$ cat config.mk
export PLATFORM = sky130hd
export DESIGN_NAME = muldiv_unit
export DESIGN_NICKNAME = d
export VERILOG_FILES = /design/src/rtl/muldiv_unit_pkg.sv /design/src/rtl/muldiv_unit_div_iter.sv /design/src/rtl/muldiv_unit.sv
export SDC_FILE = /design/constraint.sdc
export NUM_CORES = 2
export LEC_CHECK = 0
export ABC_AREA = 0
export ABC_CLOCK_PERIOD_IN_PS = 7760
export CORE_ASPECT_RATIO = 0.5
export CORE_MARGIN = 4
export CORE_UTILIZATION = 35
export CTS_BUF_LIST = sky130_fd_sc_hd__clkbuf_4
export DETAILED_ROUTE_END_ITERATION = 6
export GPL_TIMING_DRIVEN = 0
export PLACE_DENSITY = 0.53
export SYNTH_ARGS = -nofsm -noshare
export SYNTH_HDL_FRONTEND = slang
export SYNTH_HIERARCHICAL = 1
export SYNTH_SLANG_ARGS = --single-unit
$ cat constraint.sdc
create_clock -name clk -period 7.76 [get_ports clk]
set_input_delay 1.552 -clock clk [delete_from_list [all_inputs] [get_ports clk]]
set_output_delay 1.552 -clock clk [all_outputs]
set_load 0.01 [all_outputs]
$ cat src/rtl/muldiv_unit_pkg.sv
// Shared definitions for the M-extension execution unit: funct3 op encoding,
// FSM state encoding and the default datapath width shared with the ALU.
package muldiv_unit_pkg;

  localparam int XLEN_DEFAULT = 32;

  typedef enum logic [2:0] {
    OP_MUL    = 3'd0,
    OP_MULH   = 3'd1,
    OP_MULHSU = 3'd2,
    OP_MULHU  = 3'd3,
    OP_DIV    = 3'd4,
    OP_DIVU   = 3'd5,
    OP_REM    = 3'd6,
    OP_REMU   = 3'd7
  } muldiv_op_t;

  typedef enum logic [1:0] {
    ST_IDLE = 2'd0,
    ST_MUL  = 2'd1,
    ST_DIV  = 2'd2,
    ST_DONE = 2'd3
  } muldiv_state_t;

  // funct3[2] splits the multiply group from the divide/remainder group.
  function automatic logic op_is_div(input muldiv_op_t o);
    return o[2];
  endfunction

endpackage

$ cat src/rtl/muldiv_unit_div_iter.sv
// Unsigned radix-2 restoring divider core, one quotient bit per iterate cycle.
// quotient_o/remainder_o show the outcome of the current iteration, so they are final while done_o is high.
module muldiv_unit_div_iter #(
  parameter int XLEN = 32
) (
  input  logic            clk,
  input  logic            rst,
  input  logic            start_i,
  input  logic            iterate_i,
  input  logic [XLEN-1:0] dividend_i,
  input  logic [XLEN-1:0] divisor_i,
  output logic            done_o,
  output logic [XLEN-1:0] quotient_o,
  output logic [XLEN-1:0] remainder_o
);

  localparam int CW = $clog2(XLEN);

  logic [XLEN-1:0] quo_q;
  logic [XLEN-1:0] rem_q;
  logic [XLEN-1:0] dvs_q;
  logic [CW-1:0]   cnt_q;

  logic [XLEN:0]   rem_shift;
  logic [XLEN:0]   diff;
  logic            bit_d;

  // The dividend drains out of the top of quo_q while quotient bits enter at the bottom.
  always_comb begin
    rem_shift   = {rem_q, quo_q[XLEN-1]};
    diff        = rem_shift - {1'b0, dvs_q};
    bit_d       = ~diff[XLEN];
    remainder_o = bit_d ? diff[XLEN-1:0] : rem_shift[XLEN-1:0];
    quotient_o  = {quo_q[XLEN-2:0], bit_d};
  end

  assign done_o = iterate_i && (cnt_q == CW'(XLEN - 1));

  always_ff @(posedge clk or posedge rst) begin
    if (rst) begin
      quo_q <= '0;
      rem_q <= '0;
      dvs_q <= '0;
      cnt_q <= '0;
    end else if (start_i) begin
      quo_q <= dividend_i;
      rem_q <= '0;
      dvs_q <= divisor_i;
      cnt_q <= '0;
    end else if (iterate_i) begin
      quo_q <= quotient_o;
      rem_q <= remainder_o;
      cnt_q <= cnt_q + CW'(1);
    end
  end

endmodule

$ cat src/rtl/muldiv_unit.sv
// Multi-cycle RV M-extension unit: MUL_STAGES-deep multiplier, XLEN-iteration restoring divider.
// Define MULDIV_DIV_EARLY_OUT_EN to let divide-by-zero and signed overflow skip the divider loop.
module muldiv_unit
  import muldiv_unit_pkg::*;
#(
  parameter int XLEN       = XLEN_DEFAULT,
  parameter int MUL_STAGES = 2
) (
  input  logic            clk,
  input  logic            rst,
  input  logic            enabled,
  input  muldiv_op_t      op,
  input  logic [XLEN-1:0] rs1,
  input  logic [XLEN-1:0] rs2,
  input  logic            flush,
  output logic            busy,
  output logic            completed,
  output logic [XLEN-1:0] result
);

  localparam logic [2:0]      MUL_LAST = 3'(MUL_STAGES - 1);
  localparam logic [XLEN-1:0] MOST_NEG = {1'b1, {(XLEN-1){1'b0}}};

  muldiv_state_t   state_q;
  muldiv_op_t      op_q;
  logic [XLEN-1:0] rs1_q;
  logic [XLEN-1:0] rs2_q;
  logic [2:0]      cnt_q;
  logic            div_run_q;
  logic            busy_q;
  logic            completed_q;
  logic [XLEN-1:0] result_q;

  // ---------------- multiplier ----------------
  logic                mul_a_sgn;
  logic                mul_b_sgn;
  logic [2*XLEN-1:0]   mul_a;
  logic [2*XLEN-1:0]   mul_b;
  logic [2*XLEN-1:0]   prod_c;
  logic [2*XLEN-1:0]   prod_out;
  logic [XLEN-1:0]     mul_res_d;

  // Sign-extending to 2*XLEN makes the low 2*XLEN bits of an unsigned multiply exact for every signedness mix.
  assign mul_a_sgn = ((op_q == OP_MULH) || (op_q == OP_MULHSU)) && rs1_q[XLEN-1];
  assign mul_b_sgn = (op_q == OP_MULH) && rs2_q[XLEN-1];
  assign mul_a     = {{XLEN{mul_a_sgn}}, rs1_q};
  assign mul_b     = {{XLEN{mul_b_sgn}}, rs2_q};
  assign prod_c    = mul_a * mul_b;

  if (MUL_STAGES == 1) begin : g_mul_comb
    assign prod_out = prod_c;
  end else begin : g_mul_pipe
    logic [2*XLEN-1:0] pipe_q [MUL_STAGES-1];

    always_ff @(posedge clk or posedge rst) begin
      if (rst) begin
        for (int i = 0; i < MUL_STAGES - 1; i++) begin
          pipe_q[i] <= '0;
        end
      end else begin
        pipe_q[0] <= prod_c;
        for (int i = 1; i < MUL_STAGES - 1; i++) begin
          pipe_q[i] <= pipe_q[i-1];
        end
      end
    end

    assign prod_out = pipe_q[MUL_STAGES-2];
  end

  assign mul_res_d = (op_q == OP_MUL) ? prod_out[XLEN-1:0] : prod_out[2*XLEN-1:XLEN];

  // ---------------- divider ----------------
  logic            div_signed;
  logic            rs1_neg;
  logic            rs2_neg;
  logic [XLEN-1:0] rs1_mag;
  logic [XLEN-1:0] rs2_mag;
  logic            div_by_zero;
  logic            div_ovf;
  logic            div_start;
  logic            div_iterate;
  logic            div_done;
  logic            div_finish;
  logic [XLEN-1:0] quo;
  logic [XLEN-1:0] rem;
  logic [XLEN-1:0] q_fix;
  logic [XLEN-1:0] r_fix;
  logic [XLEN-1:0] div_res_d;

  assign div_signed  = ~op_q[0];
  assign rs1_neg     = div_signed && rs1_q[XLEN-1];
  assign rs2_neg     = div_signed && rs2_q[XLEN-1];
  assign rs1_mag     = rs1_neg ? -rs1_q : rs1_q;
  assign rs2_mag     = rs2_neg ? -rs2_q : rs2_q;
  assign div_by_zero = (rs2_q == '0);
  assign div_ovf     = div_signed && (rs1_q == MOST_NEG) && (rs2_q == '1);

  // First DIV cycle loads magnitudes; the following XLEN cycles each retire one quotient bit.
  assign div_start   = (state_q == ST_DIV) && !div_run_q && !flush;
  assign div_iterate = (state_q == ST_DIV) && div_run_q && !flush;

`ifdef MULDIV_DIV_EARLY_OUT_EN
  assign div_finish = div_done || div_by_zero || div_ovf;
`else
  assign div_finish = div_done;
`endif

  muldiv_unit_div_iter #(
    .XLEN(XLEN)
  ) u_div_iter (
    .clk        (clk),
    .rst        (rst),
    .start_i    (div_start),
    .iterate_i  (div_iterate),
    .dividend_i (rs1_mag),
    .divisor_i  (rs2_mag),
    .done_o     (div_done),
    .quotient_o (quo),
    .remainder_o(rem)
  );

  // Quotient truncates toward zero; remainder follows the dividend's sign.
  always_comb begin
    q_fix = (rs1_neg ^ rs2_neg) ? -quo : quo;
    r_fix = rs1_neg ? -rem : rem;
    if (div_by_zero) begin
      q_fix = '1;
      r_fix = rs1_q;
    end else if (div_ovf) begin
      q_fix = rs1_q;
      r_fix = '0;
    end
    div_res_d = op_q[1] ? r_fix : q_fix;
  end

  // ---------------- control FSM ----------------
  always_ff @(posedge clk or posedge rst) begin
    if (rst) begin
      state_q     <= ST_IDLE;
      op_q        <= OP_MUL;
      rs1_q       <= '0;
      rs2_q       <= '0;
      cnt_q       <= '0;
      div_run_q   <= 1'b0;
      busy_q      <= 1'b0;
      completed_q <= 1'b0;
      result_q    <= '0;
    end else begin
      completed_q <= 1'b0;
      case (state_q)
        // DONE samples a new request exactly as IDLE does, giving back-to-back issue.
        ST_IDLE, ST_DONE: begin
          state_q <= ST_IDLE;
          busy_q  <= 1'b0;
          if (enabled && !flush) begin
            op_q      <= op;
            rs1_q     <= rs1;
            rs2_q     <= rs2;
            cnt_q     <= '0;
            div_run_q <= 1'b0;
            busy_q    <= 1'b1;
            state_q   <= op_is_div(op) ? ST_DIV : ST_MUL;
          end
        end
        ST_MUL: begin
          if (flush) begin
            state_q <= ST_IDLE;
            busy_q  <= 1'b0;
          end else if (cnt_q == MUL_LAST) begin
            state_q     <= ST_DONE;
            busy_q      <= 1'b0;
            completed_q <= 1'b1;
            result_q    <= mul_res_d;
          end else begin
            cnt_q <= cnt_q + 3'd1;
          end
        end
        ST_DIV: begin
          if (flush) begin
            state_q <= ST_IDLE;
            busy_q  <= 1'b0;
          end else if (!div_run_q) begin
            div_run_q <= 1'b1;
          end else if (div_finish) begin
            state_q     <= ST_DONE;
            busy_q      <= 1'b0;
            completed_q <= 1'b1;
            result_q    <= div_res_d;
          end
        end
        default: begin
          state_q <= ST_IDLE;
          busy_q  <= 1'b0;
        end
      endcase
    end
  end

  assign busy      = busy_q;
  assign completed = completed_q;
  assign result    = result_q;

endmodule

# Word-level counts from Yosys, hierarchy flattened
# Index checks and enable logic that the tools add are counted.
# totals
ff_bits	272
input_bits	71
# classes
addsub	7
n_mul	1
eq_ne	19
n_mux	51
bitwise	3
reduce_logical	28
# ops
op	count
2-to-1 mux 32 bit	20
negation 32 bit	4
equality test 32 bit, second input constant	2
multiplier 33 x 33 -> 64 bit	1
case mux 32 bit (2 select lines)	1
subtractor 33 x 32 -> 33 bit	1
zero test 32 bit	1
2-to-1 mux 2 bit	7
inequality test 2 bit, second input constant	7
2-to-1 mux 1 bit	13
logical AND 1 bit	12
2-to-1 mux 5 bit	2
2-to-1 mux 3 bit	3
inequality test 3 bit, second input constant	3
nonzero test 2 bit	4
equality test 3 x 1 -> 1 bit, second input constant	2
case mux 2 bit (3 select lines)	1
case mux 3 bit (2 select lines)	1
AND reduction 3 bit	2
AND reduction 6 bit	1
adder 5 x 1 -> 5 bit, second input constant	1
equality test 5 bit, second input constant	1
equality test 2 bit, second input constant	2
case mux 1 bit (2 select lines)	2
other kinds (13)	15

# Longest topological paths before layout
# logic_depth
word_depth	11
mapped_depth	32

# Cells and area by module
# Netlist, hierarchy kept.
# modules_own_cells
mod	n_inst	cells_each	area_each_um2
muldiv_unit	1	5226	47575.6
muldiv_unit_div_iter	1	794	6782.8

# Worst setup path before layout
# Ideal clock, no wire load.
# synth_path
path_kind	register to register
startpoint	register op_q[1]
endpoint	register g_mul_pipe.pipe_q[63] (netlist name)
setup_ps	124
arrival_ps	8457
required_ps	7636
setup_slack_ps	-821
path_stages_with_launch	29
path_cell_list	dfrtp_1 > xnor2_1 > nor2_1 > and2_1 > clkbuf_1 > clkbuf_1 > nand2_1 > fa_1 > fa_1 > inv_1 > fa_1 > inv_1 > fa_1 > inv_1 > fa_1 > fa_1 > fa_1 > inv_1 > fa_1 > inv_1 > ha_1 > nand3_1 > nor2_1 > nand3_1 > nor4_1 > o2111ai_1 > a211oi_1 > nor2_1 > a211o_1
# synth_via
elab_chain_cells	4
word_cells_on_any_way	6
classes_between	1 x mul; 2 x eq/ne; 3 x reduce/logical
# synth_lines
element	line	source
start: declaration	muldiv_unit.sv:25	muldiv_op_t op_q;
start signal: assignment	muldiv_unit.sv:157	op_q <= op;
equality test 3 x 1 -> 1 bit / equality test 3 x 2 -> 1 bit (equally long branches)	muldiv_unit.sv:44, muldiv_unit.sv:45	
logical OR 1 bit	muldiv_unit.sv:44	assign mul_a_sgn = ((op_q == OP_MULH) || (op_q == OP_MULHSU)) && rs1_q[XLEN-1];
logical AND 1 bit	muldiv_unit.sv:44	
multiplier 33 x 33 -> 64 bit *	muldiv_unit.sv:48	assign prod_c = mul_a * mul_b;
named net prod_c[63]	muldiv_unit.sv:39	logic [2*XLEN-1:0] prod_c;
end signal: indexed assignment	muldiv_unit.sv:63	pipe_q[i] <= pipe_q[i-1];
end: declaration	muldiv_unit.sv:53	logic [2*XLEN-1:0] pipe_q [MUL_STAGES-1];
# Mark *: on every way through the listed nets, which the timed path passes. The rest lies on a longest branch.
# A chain may end at the register's enable or synchronous reset.

# Final worst setup path
# layout_path
startpoint	register op_q[1]
endpoint	register g_mul_pipe.pipe_q[61] (netlist name)
# Same word-level chain as after synthesis.

==> results.toml <==
[cts]
cts-root-buf = "clkbuf_4"
clockBufferDepth = 3
tritoncts.num_buffers = 81
clock-sinks = 272
postCtsHoldBufs = 0
cts_tree = "yes"
clk_transition_reported_paths_ns = 0.07
h_tree_levels = 3
insertion_delay_to_the_later_sink_of_the_worst_skew_pair_ns = 0.87

[route]
total_number_of_vias = 44400
firstDrtPassIters = 7
wl_met2_um = 95000
drt_iter0_drc = 4530
vias_per_cell = 5.26
detail-route-antenna-nets = 0
routed_met1_length_um = 93500
drc_errors = 0
met3_wirelength_um = 24400
total_detailed_routing_wirelength_um = 221000
dr.max_layer_used = "met5"
wl_per_cell_um = 26.2

[placement]
gpl.final_weighted_congestion = 0.990
port_buffers = 104
dpl.hpwl_um = 181000

[synthesis]
post_synth_main_area_contributors = "fa_1 (41%), dfrtp_1 (13%), inv_1 (8.4%)"
net_count_after_synthesis = 7472
yosysSeqAreaShare = 0.125
synth_cell_type_count = 85
synth_cells = 6020
synth.top_cells.by_count = "inv_1 (1220), fa_1 (1126), nand2_1 (998), and2_1 (331), clkbuf_1 (294)"
main_synth_ff_type = "dfrtp_1"
netlist_area_um2 = 54400
synthesis.area_per_instance_um2 = 9.03
synth-edff-count = 0
synthMostInstantiatedCell = "inv_1"
synth-seq-cells = 272
ys.warnings.count = 6
synth.largest_area_cell = "fa_1"
postSynth.asyncResetShare = 1.00
synth_largest_type_area_fraction = 0.415

[die]
start_util = 0.355
die_width_um = 565
fp.dieH_um = 287
ios = 105
placeableCoreArea_um2 = 153000
die_area_um2 = 162000
placementRows = 101

[critical_path]
start_kind = "register"
crit_fanout = 10
cp.required_ns = 8.46
cp.arrival_ns = 9.01
crit_path_end_kind = "register"
timing.setup.critical_path_class = "reg -> reg"

[timing]
slew_headroom = 0.185
hold_viol_final = 0
min_period_ns = 8.30
fmax_mhz = 120
min_period_over_period = 1.07
rsz0062_at_grt = "true"
slew_viol_final = 0
finalSetupViolCount = 19
worst_slew_pin_slew_ns = 1.22
finalHoldWorstSlack_ns = 0.482
finClkSkew_ns = 0.103
final.setup.worst_slack_ns = -0.544

[job]
drv_cap = 0

[global_routing]
grt-ovfl-total = 0
grt_pass1_vias = 45100
grt_start_max_net_pins = 96
first_pass_grt_wire_length_um = 318000
grt_util_all_layers = 0.271
antenna_violations_before_repair = 40

[finish]
postLayoutCoreUtil = 0.408
fin_nets = 7748
final.fill_count = 15500
layout-drive-gt1-share = 0.145
syn_to_final_growth_pct = 14.9

[status]
failed_checks = "negative setup slack"
run_status = "finished with violations"

[min_path]
holdCritPathClass = "reg -> reg"
## worst paths after layout
check                      startpoint                    end  slack [ns]  cells after the start
min reg2reg                result[19]             result[19]        0.48                      2
max in group asynchronous         rst              rs1_q[17]        5.53                      3
min in group asynchronous         rst             state_q[0]        1.23                      2
min                        result[19]             result[19]        0.48                      2
max                           op_q[1]  g_mul_pipe.pipe_q[61]       -0.54                     27
max reg2reg                   op_q[1]  g_mul_pipe.pipe_q[61]       -0.54                     27
## metrics by stage
step | setup WS (ns) | cells | instance area (um2) | TNS, ns
5_1_grt | -0.786 | 8423 | 62400 | -9.73
2_1_floorplan | -0.218 | 6020 | 54500 | -0.597
3_3_place_gp | -2.63 | 8184 | 58100 | -296.26
6_report | -0.544 | 8436 | 62400 | -5.49
3_5_place_dp | -2.56 | 8186 | 58100 | -63.58
4_1_cts | -0.458 | 8334 | 60800 | -4.88
## final cells by class
cell class | instances | area [um2] | area share
sequential | 272 | 6960 | 0.111
antenna | 21 | 52.6 | 0.000842
clock inverter | 33 | 211 | 0.00339
inverter | 1221 | 4620 | 0.0741
tap | 2060 | 2580 | 0.0413
buffer | 340 | 2370 | 0.0380
timing repair buffer | 250 | 2320 | 0.0372
multi-input combinational | 4130 | 42500 | 0.681
clock buffer | 109 | 818 | 0.0131
## cell families (layout without fill, tap and decap cells)
family | count (synthesis) | after routing | share of synthesized area
other cells | 0 | 21 | 0
xor+xnor | 227 | 227 | 0.0369
buf+inv | 1618 | 1953 | 0.115
flops | 272 | 272 | 0.125
simple gates | 1739 | 1739 | 0.146
compound gates | 645 | 645 | 0.0758
fa+ha+maj | 1381 | 1381 | 0.473
mux | 138 | 138 | 0.0275
## state kept, by name, summed over array words and instances, names as in the netlist, 2 cells and up
name	cells
cnt_q	3
g_mul_pipe.pipe_q	64
op_q	3
result	32
rs1_q	32
rs2_q	32
state_q	2
u_div_iter/cnt_q	5
u_div_iter/dvs_q	32
u_div_iter/quo_q	32
u_div_iter/rem_q	32
## critical path: stages, from the launching register on
cell and delay (ns):
dfrtp_2 0.48, buf_4 0.19, nand3b_1 0.29, or2_4 0.39, buf_8 0.17, nor2_1 0.11
fa_1 0.43, inv_1 0.08, fa_1 0.47, fa_1 0.55, fa_1 0.45, fa_1 0.48
fa_1 0.53, fa_1 0.53, fa_2 0.59, inv_1 0.09, ha_4 0.25, a21o_1 0.16
a21o_1 0.21, a21o_1 0.22, and2_1 0.20, a211oi_4 0.26, o31ai_4 0.12, o2111ai_4 0.30
a211oi_2 0.13, buf_4 0.15, o211ai_1 0.14, nand3_1 0.14
## placed cells by master (no fill, tap or decap), types with 18 or more instances in the layout
cell and count:
nor2_1 161, nand3_1 29, mux2_2 91, nor3_1 35, o21ai_0 187, buf_6 29
nand2_1 988, a21o_1 50, fa_1 1092, or3_1 21, buf_2 38, clkbuf_2 33
fa_2 34, xor2_1 80, mux2i_1 47, inv_1 1173, xnor2_1 137, nand4_1 24
and2_1 328, clkbuf_1 99, clkdlybuf4s50_1 104, ha_1 215, buf_4 182, o211ai_1 19
dfrtp_2 18, dfrtp_4 35, diode_2 21, buf_12 20, ha_4 31, a21oi_1 135
o31ai_1 34, inv_2 38, clkbuf_4 151, dfrtp_1 219
## per-layer routing
layer | global-route usage | vias to the layer above
met5 | 0 | -
met4 | 0.0851 | 2
met3 | 0.0667 | 357
met2 | 0.407 | 2105
met1 | 0.385 | 23100
li1 | - | 18800
## timing repair
item	CTS	global route
pin swaps	63	123
setup buffers	60	87
setup endpoints to repair	46	33
gates resized for setup	516	398
Power is not shown: default switching activity piles up to over one toggle a cycle in this logic, so the estimate is an artifact.
